<file path="src/rtl/apb_initiator.sv">
// APB requester: turns single-beat load/store requests into APB SETUP/ACCESS transfers.
// Optional ACCESS-phase timeout abort is enabled by defining APB_INIT_TIMEOUT_EN.
module apb_initiator #(
    parameter int unsigned ADDR_WIDTH     = 32,
    parameter int unsigned DATA_WIDTH     = 32,
    parameter int unsigned TIMEOUT_CYCLES = 256
) (
    input  logic                    pclk,
    input  logic                    presetn,
    input  logic                    req_valid,
    output logic                    req_ready,
    input  logic                    req_write,
    input  logic [ADDR_WIDTH-1:0]   req_addr,
    input  logic [DATA_WIDTH-1:0]   req_wdata,
    input  logic [DATA_WIDTH/8-1:0] req_wstb,
    output logic                    rsp_valid,
    output logic [DATA_WIDTH-1:0]   rsp_rdata,
    output logic                    rsp_err,
    output logic [ADDR_WIDTH-1:0]   paddr,
    output logic [DATA_WIDTH-1:0]   pdata,
    output logic                    pwrite,
    output logic [DATA_WIDTH/8-1:0] pstb,
    output logic                    psel,
    output logic                    penable,
    input  logic [DATA_WIDTH-1:0]   prdata,
    input  logic                    pready,
    input  logic                    perr,
    output logic                    timeout
);

    localparam int unsigned STB_W = DATA_WIDTH / 8;

    if (TIMEOUT_CYCLES < 2) begin : g_param_check
        $error("apb_initiator: TIMEOUT_CYCLES must be >= 2");
    end

    typedef enum logic [1:0] {
        IDLE   = 2'd0,
        SETUP  = 2'd1,
        ACCESS = 2'd2
    } state_e;

    state_e                  state_q, state_d;
    logic                    psel_q, psel_d;
    logic                    penable_q, penable_d;
    logic                    pwrite_q, pwrite_d;
    logic [ADDR_WIDTH-1:0]   paddr_q, paddr_d;
    logic [DATA_WIDTH-1:0]   pdata_q, pdata_d;
    logic [STB_W-1:0]        pstb_q, pstb_d;
    logic                    rsp_valid_q, rsp_valid_d;
    logic                    rsp_err_q, rsp_err_d;
    logic [DATA_WIDTH-1:0]   rsp_rdata_q, rsp_rdata_d;
`ifdef APB_INIT_TIMEOUT_EN
    localparam int unsigned CNT_W = $clog2(TIMEOUT_CYCLES) + 1;
    logic [CNT_W-1:0]        cnt_q, cnt_d;
    logic                    timeout_q, timeout_d;
`endif

    // Next-state and registered-output logic
    always_comb begin
        state_d     = state_q;
        psel_d      = psel_q;
        penable_d   = penable_q;
        pwrite_d    = pwrite_q;
        paddr_d     = paddr_q;
        pdata_d     = pdata_q;
        pstb_d      = pstb_q;
        rsp_valid_d = 1'b0;
        rsp_err_d   = 1'b0;
        rsp_rdata_d = {DATA_WIDTH{1'b0}};
`ifdef APB_INIT_TIMEOUT_EN
        cnt_d       = cnt_q;
        timeout_d   = 1'b0;
`endif
        unique case (state_q)
            IDLE: begin
                if (req_valid) begin
                    paddr_d   = req_addr;
                    pdata_d   = req_wdata;
                    pwrite_d  = req_write;
                    pstb_d    = req_wstb & {STB_W{req_write}};
                    psel_d    = 1'b1;
                    penable_d = 1'b0;
                    state_d   = SETUP;
                end
            end
            SETUP: begin
                penable_d = 1'b1;
                state_d   = ACCESS;
`ifdef APB_INIT_TIMEOUT_EN
                cnt_d     = {CNT_W{1'b0}};
`endif
            end
            ACCESS: begin
                if (pready) begin
                    psel_d      = 1'b0;
                    penable_d   = 1'b0;
                    state_d     = IDLE;
                    rsp_valid_d = 1'b1;
                    rsp_err_d   = perr;
                    rsp_rdata_d = (!pwrite_q && !perr) ? prdata : {DATA_WIDTH{1'b0}};
                end
`ifdef APB_INIT_TIMEOUT_EN
                // Limit reached with the slave still stalling: abort as an error
                else if (cnt_q == CNT_W'(TIMEOUT_CYCLES - 1)) begin
                    psel_d      = 1'b0;
                    penable_d   = 1'b0;
                    state_d     = IDLE;
                    rsp_valid_d = 1'b1;
                    rsp_err_d   = 1'b1;
                    timeout_d   = 1'b1;
                end else begin
                    cnt_d = cnt_q + CNT_W'(1);
                end
`endif
            end
            default: begin
                state_d   = IDLE;
                psel_d    = 1'b0;
                penable_d = 1'b0;
            end
        endcase
    end

    always_ff @(posedge pclk or negedge presetn) begin
        if (!presetn) begin
            state_q     <= IDLE;
            psel_q      <= 1'b0;
            penable_q   <= 1'b0;
            pwrite_q    <= 1'b0;
            paddr_q     <= {ADDR_WIDTH{1'b0}};
            pdata_q     <= {DATA_WIDTH{1'b0}};
            pstb_q      <= {STB_W{1'b0}};
            rsp_valid_q <= 1'b0;
            rsp_err_q   <= 1'b0;
            rsp_rdata_q <= {DATA_WIDTH{1'b0}};
`ifdef APB_INIT_TIMEOUT_EN
            cnt_q       <= {CNT_W{1'b0}};
            timeout_q   <= 1'b0;
`endif
        end else begin
            state_q     <= state_d;
            psel_q      <= psel_d;
            penable_q   <= penable_d;
            pwrite_q    <= pwrite_d;
            paddr_q     <= paddr_d;
            pdata_q     <= pdata_d;
            pstb_q      <= pstb_d;
            rsp_valid_q <= rsp_valid_d;
            rsp_err_q   <= rsp_err_d;
            rsp_rdata_q <= rsp_rdata_d;
`ifdef APB_INIT_TIMEOUT_EN
            cnt_q       <= cnt_d;
            timeout_q   <= timeout_d;
`endif
        end
    end

    assign req_ready = (state_q == IDLE) & presetn;
    assign psel      = psel_q;
    assign penable   = penable_q;
    assign pwrite    = pwrite_q;
    assign paddr     = paddr_q;
    assign pdata     = pdata_q;
    assign pstb      = pstb_q;
    assign rsp_valid = rsp_valid_q;
    assign rsp_err   = rsp_err_q;
    assign rsp_rdata = rsp_rdata_q;
`ifdef APB_INIT_TIMEOUT_EN
    assign timeout   = timeout_q;
`else
    assign timeout   = 1'b0;
`endif

endmodule

</file>
<file path="config.mk">
export PLATFORM = sky130hd
export DESIGN_NAME = apb_initiator
export DESIGN_NICKNAME = d
export VERILOG_FILES = /design/src/rtl/apb_initiator.sv
export SDC_FILE = /design/constraint.sdc
export NUM_CORES = 1
export LEC_CHECK = 0
export BUFFER_PORTS_ARGS = -buffer_cell sky130_fd_sc_hd__buf_2
export CORE_MARGIN = 5
export CORE_UTILIZATION = 28
export DETAILED_ROUTE_END_ITERATION = 6
export MAX_ROUTING_LAYER = met4
export SLEW_MARGIN = 30
export SYNTH_ARGS = -nofsm -noshare
export SYNTH_HDL_FRONTEND = slang
export SYNTH_SLANG_ARGS = --single-unit
export TNS_END_PERCENT = 5
</file>
<file path="constraint.sdc">
create_clock -name pclk -period 1.9 [get_ports pclk]
set_input_delay 0.285 -clock pclk [delete_from_list [all_inputs] [get_ports pclk]]
set_output_delay 0.285 -clock pclk [all_outputs]
set_load 0.02 [all_outputs]
</file>
# Yosys cells after proc, flatten, opt, wreduce, memory -nomap -nowiden

Index checks and enable logic that the tools add are counted.

Bits in registers: 107
Bits of input ports: 106
Word-level logic and storage cells: 39
Output and inout bits: 107

Multiplexer cells: 15
Eq/ne operators: 4
Bitwise gates (word level): 3
Reduce and logical (&&, ||, !) cells: 7

Operator list:

| operator           | count |
|---|---|
| $mux 32            | 3 |
| $mux 1             | 7 |
| $pmux 1 s3         | 2 |
| $pmux 2 s3         | 1 |
| $and 4x4->4        | 1 |
| $mux 2             | 2 |
| $ne 2x2->1 const B | 2 |
| $reduce_and 2->1   | 2 |
| $reduce_and 3->1   | 1 |
| $eq 2x1->1 const B | 1 |
| $eq 2x2->1 const B | 1 |
| $logic_not 1->1    | 2 |
| $logic_not 2->1    | 1 |
| $and 1x1->1        | 1 |
| $logic_and 1x1->1  | 1 |
| $not 1->1          | 1 |

# Longest topological paths before layout

Depth in word-level cells: 5
Gate-level depth with buffers: 5

# Worst setup path after synthesis

Ideal clock, no wire load.

Kind: reg-to-reg
From: register, netlist name penable
To: register paddr_q[30] (netlist: paddr[30])
Data arrival time: 1335 ps
Library setup time: 125 ps
Slack: 440 ps
Cell stages (with the launch flop): 5
Period minus slack after synthesis: 1460 ps
Cell sequence: dfrtp_1 nor3b_2 buf_6 buf_4 mux2_2

RTL lines:

| element                | RTL line | text |
|---|---|---|
| end signal: assignment | 131      | `paddr_q <= {ADDR_WIDTH{1'b0}};` |
| end signal: assignment | 146      | `paddr_q <= paddr_d;` |
| end: declaration       | 47       | `logic [ADDR_WIDTH-1:0] paddr_q, paddr_d;` |

# Worst setup path after layout

From: register state_q[0]
To: register pdata_q[31] (netlist: pdata[31])

Word-level cells in the longest chain between the ends: 2

RTL lines:

| element                           | RTL line | text |
|---|---|---|
| start: declaration                | 43       | `state_e state_q, state_d;` |
| start signal: assignment          | 142      | `state_q <= state_d;` |
| $logic_not 2->1                   | 75       | `unique case (state_q)` |
| $reduce_and 2->1 (no source line) | n/a      |  |
| end signal: assignment            | 132      | `pdata_q <= {DATA_WIDTH{1'b0}};` |
| end signal: assignment            | 147      | `pdata_q <= pdata_d;` |
| end: declaration                  | 48       | `logic [DATA_WIDTH-1:0] pdata_q, pdata_d;` |

No other way between the ends.
A chain may end at the register's enable or synchronous reset.

==> impl_metrics.yaml <==
yosys:
  postSynthRegisterBits: 106
  synth_compound_gate_area_share_pct: 1.13
  postSynthAreaPerCell_um2: 16.1
  synth_top_family_by_area: "multiplexers"
  synth.lib_cells_used.distinct: 21
  adder_cell_fraction_of_synth_area_pct: 0
  synth.yosys.seq_area_share_pct: 68.7
  syn-instance-count: 240
  synth_xor_area_share_pct: 0
  syn_area_mm2: 0.00386
  post_synth_top_area_share_pct: 68.7
  mappedNetlistNets: 346
  synth_largest_area_cell: "sky130_fd_sc_hd__dfrtp_1"
  synth_simple_gate_area_share_pct: 7.42
  ys_top_cells_by_area: "sky130_fd_sc_hd__dfrtp_1 (69%), sky130_fd_sc_hd__mux2_1 (15%), sky130_fd_sc_hd__and2_1 (5.2%), sky130_fd_sc_hd__mux2_2 (4.4%), sky130_fd_sc_hd__buf_6 (2.6%)"
  yosys-mux-area-fraction_pct: 19.0
  ys_warn_count: 0
cts:
  clockRootBuffer: "sky130_fd_sc_hd__clkbuf_16"
  clock_tree_from_tritoncts: "yes"
  clock_transition_at_the_registers_of_the_reported_paths_ns: 0.07
  clkSinkCount: 106
  postCtsSetupBuffers: 0
  post_cts_resized: 0
  numCtsBuffers: 9
  clockBufferDepth: 2
  worstSkewPairLatency_ns: 0.34
  cts_hold_repair.buffers: 0
  total_number_of_h_tree_levels: 3
sta:
  maxSlewHeadroom_pct: 64.1
  period_share_pct: 83.6
  final_hold_violation_count: 0
  worst_slew_pin_slew_ns: 0.538
  timing.final.setup_violations: 0
  final.hold.worst_slack_ns: 0.0370
  skew_ns: 0.00506
  clock.fmax_mhz: 629
  final_period_minus_worst_setup_slack_ns: 1.59
  totalNegativeSetupSlack_ns: 0
  setup_repair_after_global_routing_missed_its_margin: "false"
  report.final.slew_viol_count: 0
min_path:
  hold_path.class: "primary input to async pin"
global_routing:
  maximum_number_of_pins_on_one_net_before_global_route_repair: 107
  grt.total_usage_pct: 11.5
  grt_pass1_vias: 2811
  grt_pass1_wl_um: 14200
  globalRouteOverflowTotal: 0
  antenna_violations_before_repair: 1
pwr:
  power.total_mw: 8.39
  clockPowerShare_pct: 21.8
  intPower_mw: 5.37
  power_leakage_nw: 2.81
  worst_ir_drop_vdd_mv: 0.414
  power.share.sequential_pct: 41.1
  power.combinational.fraction_pct: 37.1
  power.density_cell_area_mw_per_mm2: 1560
  total_switching_power_mw: 3.02
  sw_frac_of_total_pct: 36.0
drt:
  detail_route.iter0.violations: 54
  vias: 2647
  postRouteWirelength_um: 9000
  antenna_left: 0
  avgRoutedWirePerCell_um: 14.1
  drc_errors_left: 0
  drt_first_pass_iters: 3
  avgViaCountPerCell: 4.15
layout:
  layout.cells.most_common_list: "sky130_fd_sc_hd__buf_2 (210), sky130_fd_sc_hd__dfrtp_1 (106), sky130_fd_sc_hd__mux2_1 (50)"
  instances_no_fill: 638
  num-fill-cells: 1349
  final_common_cell: "sky130_fd_sc_hd__buf_2"
  share_of_post_route_cells_with_drive_strength_above_1_pct: 54.0
  design_area_mm2: 0.00538
  layout.nets: 560
  layout-area-overhead-vs-synth_pct: 39.3
die:
  placement_rows: 43
  die_w_um: 127
  die_area_mm2: 0.0162
  die_h_um: 127
  io_pins: 213
  placeableCoreArea_mm2: 0.0137
  floorplan.initialDensity_pct: 28.2
critical_path:
  critPathCaptureType: "flop"
  critical_path.max_fanout: 54
  required_ns: 2.12
  cp-start-kind: "flop"
  critPathKind: "flop to flop"
  critPathArrivalTime_ns: 1.81
flow_run:
  maxCapViolCount: 0
placement:
  number_of_buffers_added_on_ports: 211
  dp.cells: 623
  place.detailed.hpwl_um: 6910
  placed_area_mm2: 0.00509
  gp_congestion: 0.753
outcome:
  run_status: "completed"
==> final timing paths <==
kind | depth (start not counted) | end | startpoint | slack (ns)
max | 3 | pdata[31] | state_q[0] | 0.31
min | 2 | pdata[18] | presetn | 0.04
max reg2reg | 3 | pdata[31] | state_q[0] | 0.31
min reg2reg | 1 | pdata[30] | pdata[30] | 0.48
max in group asynchronous | 2 | pstb[3] | presetn | 1.46
min in group pclk | 2 | rsp_rdata[21] | prdata[21] | 0.15
==> per-stage QoR <==
step                      util, %  setup WS, ns
final                        39.2         0.311
after global routing         39.2         0.230
after CTS                    39.2         0.298
after detailed placement     37.1         0.316
after global placement       37.1         0.365
after floorplan                 -         0.440
==> power by group through the flow <==
stage	combinational [mW]	sequential (mW)	clock (mW)
after floorplan	0.988	4.49	0
after global placement	3.13	3.46	0
after detailed placement	3.19	3.50	0
after CTS	3.19	3.47	1.91
after global routing	3.36	3.56	2.00
final	3.11	3.45	1.83
==> final cells by class <==
class | count | area, um2 | area share, %
antenna | 1 | 2.50 | 0.0465
clock buffer | 11 | 253 | 4.70
clock inverter | 3 | 40.0 | 0.744
inverter | 6 | 22.5 | 0.419
multi-input combinational | 116 | 1070 | 19.9
sequential | 106 | 2650 | 49.3
tap | 180 | 225 | 4.19
timing repair buffer | 215 | 1110 | 20.7
==> worst max-delay path, cell delays in order, from the launching register on <==
cell and delay, ns:
sky130_fd_sc_hd__dfrtp_1 0.47, sky130_fd_sc_hd__nor3b_4 0.28, sky130_fd_sc_hd__buf_12 0.29, sky130_fd_sc_hd__mux2_2 0.38
==> sequential cells by signal (all words and copies together), names as in the netlist <==
signal	count
state_q	1
rsp_valid	1
paddr	32
pwrite	1
pstb	4
penable	1
pdata	32
psel	1
rsp_err	1
rsp_rdata	32
==> synthesized netlist by cell type (all sizes together) <==
master / instances
dfrtp: 106
and2: 32
mux2: 65
and3: 1
o2bb2ai: 1
nand3: 4
nor3: 2
a22oi: 1
nor3b: 2
conb: 1
nor4b: 1
buf: 12
nor2b: 1
a21o: 1
o21ai: 4
inv: 6
==> cell families after synthesis <==
logic type,Yosys count
other,1
buffers and inverters,18
AO/OA/AOI/OAI,7
AND/OR/NAND/NOR,43
flip-flops,106
multiplexers,65
==> routing by layer <==
metal  GRT usage (%)  vias to the layer above  routed length, um  share of wire (%)
met5               -                        -                  0                  0
met4            5.74                        0                210                2.3
met3            4.26                       16               1010                 11
met2            17.4                      132               4120                 46
met1            13.4                     1273               3650                 41
li1                -                     1226                  -                  -
Note: power is estimated with default switching activity, not from simulation.
